### src/rtl/rtc_arbiter.sv
// Three-requester round-robin arbiter with lock override in front of an RTC serial engine.
// Each grant runs one engine transaction, ending in an ack, or in an err if the engine never answers.
module rtc_arbiter #(
    parameter int TIMEOUT = 4096
) (
    input  logic        clk,
    input  logic        clrn,
    input  logic [2:0]  req,
    input  logic [23:0] req_addr,
    input  logic [23:0] req_wdata,
    input  logic [2:0]  lock,
    output logic [2:0]  ack,
    output logic [2:0]  err,
    output logic [7:0]  rdata,
    output logic [2:0]  gnt,
    output logic [7:0]  rtc_addr,
    output logic [7:0]  rtc_w,
    output logic        rtc_ena,
    input  logic [7:0]  rtc_r,
    input  logic        rtc_done
);

    // state | meaning
    // IDLE  | no owner; arbitrate when any req is high
    // BUSY  | engine transaction in flight, rtc_ena high, timeout counter running
    // DONE  | one-cycle ack/err pulse, gnt still held
    typedef enum logic [1:0] {IDLE, BUSY, DONE} state_t;

    localparam logic [15:0] TC = 16'(TIMEOUT - 1);

    state_t      state;
    logic [1:0]  last_own;
    logic [15:0] cnt;
    logic [1:0]  c0, c1, win;
    logic [7:0]  sel_addr, sel_wdata;

    // Round-robin search order is c0, c1, then the last owner itself.
    always_comb begin
        c0  = (last_own == 2'd2) ? 2'd0 : last_own + 2'd1;
        c1  = (c0 == 2'd2) ? 2'd0 : c0 + 2'd1;
        win = last_own;
        if (lock[last_own] && req[last_own])
            win = last_own;
        else if (req[c0])
            win = c0;
        else if (req[c1])
            win = c1;
    end

    always_comb begin
        case (win)
            2'd0:    begin sel_addr = req_addr[7:0];   sel_wdata = req_wdata[7:0];   end
            2'd1:    begin sel_addr = req_addr[15:8];  sel_wdata = req_wdata[15:8];  end
            default: begin sel_addr = req_addr[23:16]; sel_wdata = req_wdata[23:16]; end
        endcase
    end

    always_ff @(posedge clk or negedge clrn) begin
        if (!clrn) begin
            state    <= IDLE;
            last_own <= 2'd2;
            cnt      <= 16'd0;
            ack      <= 3'b000;
            err      <= 3'b000;
            gnt      <= 3'b000;
            rdata    <= 8'h00;
            rtc_addr <= 8'h00;
            rtc_w    <= 8'h00;
            rtc_ena  <= 1'b0;
        end else begin
            ack <= 3'b000;
            err <= 3'b000;
            case (state)
                IDLE: begin
                    if (|req) begin
                        last_own <= win;
                        gnt      <= 3'b001 << win;
                        rtc_addr <= sel_addr;
                        rtc_w    <= sel_wdata;
                        rtc_ena  <= 1'b1;
                        cnt      <= 16'd0;
                        state    <= BUSY;
                    end
                end
                BUSY: begin
                    // A completion in the terminal-count cycle still counts as success.
                    if (rtc_done || cnt == TC) begin
                        if (rtc_done) begin
                            rdata <= rtc_r;
                            ack   <= gnt;
                        end else begin
                            err   <= gnt;
                        end
                        rtc_ena  <= 1'b0;
                        rtc_addr <= 8'h00;
                        rtc_w    <= 8'h00;
                        state    <= DONE;
                    end else begin
                        cnt <= cnt + 16'd1;
                    end
                end
                DONE: begin
                    gnt   <= 3'b000;
                    state <= IDLE;
                end
                default: state <= IDLE;
            endcase
        end
    end

endmodule

### config.mk
export PLATFORM = sky130hd
export DESIGN_NAME = rtc_arbiter
export DESIGN_NICKNAME = d
export VERILOG_FILES = /design/src/rtl/rtc_arbiter.sv
export SDC_FILE = /design/constraint.sdc
export NUM_CORES = 1
export LEC_CHECK = 0
export CAP_MARGIN = 20
export CORE_ASPECT_RATIO = 0.5
export CORE_MARGIN = 5
export CORE_UTILIZATION = 47
export CTS_BUF_LIST = sky130_fd_sc_hd__clkbuf_4 sky130_fd_sc_hd__clkbuf_8
export DETAILED_ROUTE_END_ITERATION = 6
export PLACE_DENSITY_LB_ADDON = 0.08
export SLEW_MARGIN = 10
export SYNTH_ARGS = -nofsm -noshare
export SYNTH_HDL_FRONTEND = slang
export SYNTH_SLANG_ARGS = --single-unit
### constraint.sdc
create_clock -name clk -period 2.3 [get_ports clk]
set_input_delay 0.345 -clock clk [delete_from_list [all_inputs] [get_ports clk]]
set_output_delay 0.345 -clock clk [all_outputs]
set_load 0.05 [all_outputs]
# == Word-level counts from Yosys, hierarchy flattened ==
# Cells that the tools add are included.
# classes
n_eq_ne,9
shift,1
add_sub_neg,3
magnitude_cmp,3
n_reduce_logical,13
n_mux,37
# ops
op,count
8-bit case mux with 2 select lines,4
16-bit two-way mux,2
16-bit case mux with 2 select lines,1
8-bit two-way mux,3
3-bit two-way mux,7
16-bit by 1-bit adder with 16-bit output (second input constant),1
16-bit by 12-bit == test with 1-bit output (second input constant),1
2-bit two-way mux,7
2-bit by 3-bit less-than comparator with 1-bit output (second input constant),3
3-bit AND reduction,3
1-bit binary-select mux with 2-bit select,4
2-bit == test (second input constant),3
1-bit two-way mux,6
2-bit inequality test (second input constant),3
3-bit case mux with 2 select lines,1
2-bit AND reduction,3
2-bit by 1-bit adder with 2-bit output (second input constant),2
2-bit by 1-bit == test with 1-bit output (second input constant),2
2-bit logical NOT,2
2-bit case mux with 2 select lines,1
2-bit nonzero test,2
3-bit OR reduction,1
1-bit by 2-bit << shifter with 3-bit output (first input constant),1
1-bit case mux with 2 select lines,1
2 further kinds,2
# word_totals
elab_cells,76
output_inout_bits,34
regBits,54
inputBits,65

# == Logic depth before layout (Yosys ltp) ==
# logic_depth
word_depth,13
ltp_mapped,8
mapped_depth_nobuf,6

# == Least setup slack after synthesis ==
# No wires, ideal clock.
# synth_timing
kind,flip-flop to flip-flop
startpoint,register cnt[0]
endpoint,register rtc_addr[0]
slack_ps,432
stages_incl_launch_ff,9
setup_ps,86
arrival_time_ps,1782
n_path_buf,2
synth_period_minus_slack_ps,1868
t_required_ps,2214
path_cell_list,dfrtp_1 -> ha_1 -> and4_4 -> and4_1 -> buf_6 -> o31a_4 -> buf_6 -> nand2b_4 -> o221ai_2
# synth_via
elab_chain_len,4
# synth_rtl
element,line,source
from (decl),33,logic [15:0] cnt;
from (signal assigned),99,cnt <= cnt + 16'd1;
16-bit by 12-bit == test with 1-bit output,87,if (rtc_done || cnt == TC) begin
1-bit logical OR,87,
2-bit inequality test (no source line),n/a,
3-bit AND reduction (no source line),n/a,
to (signal assigned),78,rtc_addr <= sel_addr;
to (decl),16,"output logic [7:0] rtc_addr,"
# Every way passes these cells.
# A chain may end at the register's enable or synchronous reset.

# == Worst setup path after layout ==
# layout_timing
startpoint,input req[0]
endpoint,register rtc_w[1]
# layout_via
elab_chain_len,9
word_cells_on_any_way,18
cone_classes,eq/ne (2); mux (12); reduce/logical (4)
# layout_rtl
element,line,source
from (decl),8,"input logic [2:0] req,"
1-bit binary-select mux with 2-bit select,46,else if (req[c1])
1-bit two-way mux (not written as such),46,
2-bit two-way mux,46,
2-bit two-way mux,44,else if (req[c0])
2-bit two-way mux,42,if (lock[last_own] && req[last_own])
2-bit by 1-bit == test with 1-bit output or 2-bit logical NOT (tied branches),51,case (win)
8-bit case mux with 2 select lines,51,
8-bit two-way mux,75,if (|req) begin
8-bit case mux with 2 select lines,73,case (state)
to (signal assigned),79,rtc_w <= sel_wdata;
to (decl),17,"output logic [7:0] rtc_w,"
# Several ways; a longest one is shown, not always the timed one. The select of a mux whose other input is x is not followed.

==> out/metrics.csv <==
metric,value,unit
run status,completed,
Synth Register Bits,54,
crit share post-route,89.74,%
Synth Warn #,0,
Core Region,6056,um2
DRC Markers,0,
H-tree Lvls,2,
number of routed nets with antenna violations,0,
WP data arrival,2.24,ns
routed length per instance,16.14,um
"Hold Vio Cnt, Final",0,
CP startpoint kind,input port,
Area Growth Syn to Fin,42.96,%
Worst-Margin Slew,0.9558,ns
Final Wtd Congestion,0.8116,
asr flop ratio synth,100.0,%
HPWL Detailed,5.753,mm
Period minus WS final,2.064,ns
vias in the first global route,2674,
all-layer global routing usage,19.92,%
syn_area_per_cell,11.19,um2
Slew Limit Headroom,35.93,%
count of cell types in the netlist,46,
maximum vdd drop,0.6730,mV
unrepaired setup endpoints after global routing,false,
initial antenna violation count,0,
syn_nets,327,
sum of negative setup slack,0,ns
largest net degree at the start of global routing,30,
hold_ws,0.06497,ns
Rows,20,
initial detailed-routing violation count,155,
remaining global-route overflow,0,
share of layout cells above drive strength 1,18.65,%
clk_lat worst skew,0.30,ns
DIE WIDTH,121.5,um
maxcap violations,0,
synthesized cell area,2922,um2
FMAX,484.5,MHz
worst reg-to-reg path cell count,6,
Max Root-Sink Buffers,2,
most common cell in the netlist,dfrtp_1,
Synth top cells by count,"dfrtp_1, inv_1, nor2_1, mux2i_1, nand2_1",
CTS tree,built,
Most used DFF post-synth,dfrtp_1,
first-pass GRT wire length,12.57,mm
"CTS clk-pin slew, worst paths",0.09,ns
Setup-failing EPs final,0,
CTS Root Cell,clkbuf_8,
Leakage,1.820,nW
Final Net Count,435,
worst clock skew,0.005152,ns
first-pass iteration count of the detailed router,5,
"Seq/Total Area, Yosys",46.30,%
I/O pin total,99,
DR vias,2415,
CTS Buf Count,5,
crit end category,flip-flop,
# clock sinks,54,
cells after synthesis,261,
WS Path Type,input port to flip-flop,
Pwr Density,1117,nW/um2
# diodes,0,
Hold Crit Class,input port to async pin,
final total power,4.666,mW
die area,7989,um2
main area contributors after synthesis,"dfrtp_1, mux2i_1, o221ai_2",
"Max FO, Critical Path",16,
DR vias/cell,5.273,
dominant cell type by area after synthesis,dfrtp_1,
worst endpoint required time,2.47,ns
PortBufs,98,
Initial Util,48.24,%
die height,65.75,um
final wirelength,7.391,mm
Max Slew Vio Count,0,
Synth top area share,45.40,%
"EDFF count, synth",0,
# hold bufs at CTS,0,
## placed cells by master (no fill, tap or decap), drive strengths merged
master,Yosys,layout
o31a,1,1
xor2,6,6
and4,4,4
o21a,2,2
nand2b,21,21
or3,3,3
xnor2,5,5
nor3,5,5
o221ai,16,16
a22oi,1,1
o21ai,12,12
nand2,14,14
a21boi,1,1
nor2,18,18
nand4,5,5
dfrtp,53,53
nand3b,1,1
clkdlybuf4s50,0,97
inv,20,20
o22ai,1,1
nand3,7,7
ha,1,1
buf,10,16
nor4,3,3
and2,1,1
nor2b,1,1
nor3b,1,1
a21oi,5,5
dfstp,1,1
o2111ai,3,3
o211ai,1,1
and3,8,8
mux2i,17,17
nor4b,2,2
clkinv,0,1
mux2,8,8
clkbuf,2,7
o32ai,1,1
## per-layer routing
layer  wire, um  global-route usage (%)  vias to the layer above
met4         63                   4.469                        0
met3        444                   6.019                        9
met2       3695                   35.46                       65
met1       3186                   23.98                     1193
met5          0                       0                        -
li1           -                       -                     1148
## critical path, cell delays in order
cell	delay, ns
clkdlybuf4s50_1	0.49
nor3_1	0.08
nor3_2	0.72
o31a_4	0.33
nand2b_1	0.14
o221ai_1	0.12
## cell families (layout without fill, tap and decap cells)
family	count (synthesis)	in the layout	synth area share, %
buffers and inverters	32	141	5.439
flip-flops	54	54	46.30
XOR/XNOR	11	11	3.298
adder cells (fa/ha/maj)	1	1	0.4282
multiplexers	25	25	8.908
AND/OR/NAND/NOR	94	94	22.31
AO/OA/AOI/OAI	44	44	13.32
## area by class of cell
| cell class | instances | area [um2] |
|---|---|---|
| inverters | 20 | 75.07 |
| well taps | 88 | 110.1 |
| clock inverters | 1 | 5.005 |
| multi-input cells | 175 | 1430 |
| fillers | 475 | 1879 |
| flip-flops and latches | 54 | 1353 |
| clock buffers | 7 | 90.09 |
| repair buffers | 113 | 1114 |
## through the flow
step | setup WS, ns | cell area (um2) | instances | utilization [%]
2_1_floorplan | 0.4324 | 2922 | 261 | -
3_3_place_gp | 0.02852 | 4080 | 450 | 67.38
3_5_place_dp | -0.08057 | 4080 | 450 | 67.38
4_1_cts | 0.1193 | 4175 | 458 | 68.95
5_1_grt | 0.09414 | 4177 | 458 | 68.97
6_report | 0.2359 | 4177 | 458 | 68.97
## what timing repair did
item,CTS,global route
setup buffers,0,0
gates resized for setup,0,1
setup endpoints to repair,0,3
## power breakdown
| part | internal (mW) | switching [mW] |
|---|---|---|
| Sequential | 1.24 | 0.256 |
| Clock | 0.255 | 0.298 |
| Combinational | 1.09 | 1.53 |
| Total | 2.58 | 2.09 |
## final timing paths
kind	from	endpoint	slack (ns)
hold reg to reg	rtc_w[5]	rtc_w[5]	0.51
max in group asynchronous	clrn	rtc_addr[2]	1.56
hold / removal	clrn	rdata[2]	0.06
setup / recovery	req[0]	rtc_w[1]	0.24
setup reg to reg	cnt[0]	rtc_w[1]	0.26
min in group clk	rtc_w[5]	rtc_w[5]	0.51
## flip-flops by register name, summed over array words and instances (netlist names)
name and cells:
rdata 8, rtc_addr 8, state 2, ack 3, rtc_ena 1, cnt 16
last_own 2, err 3, gnt 3, rtc_w 8
Power figures use the tool's default switching activity.
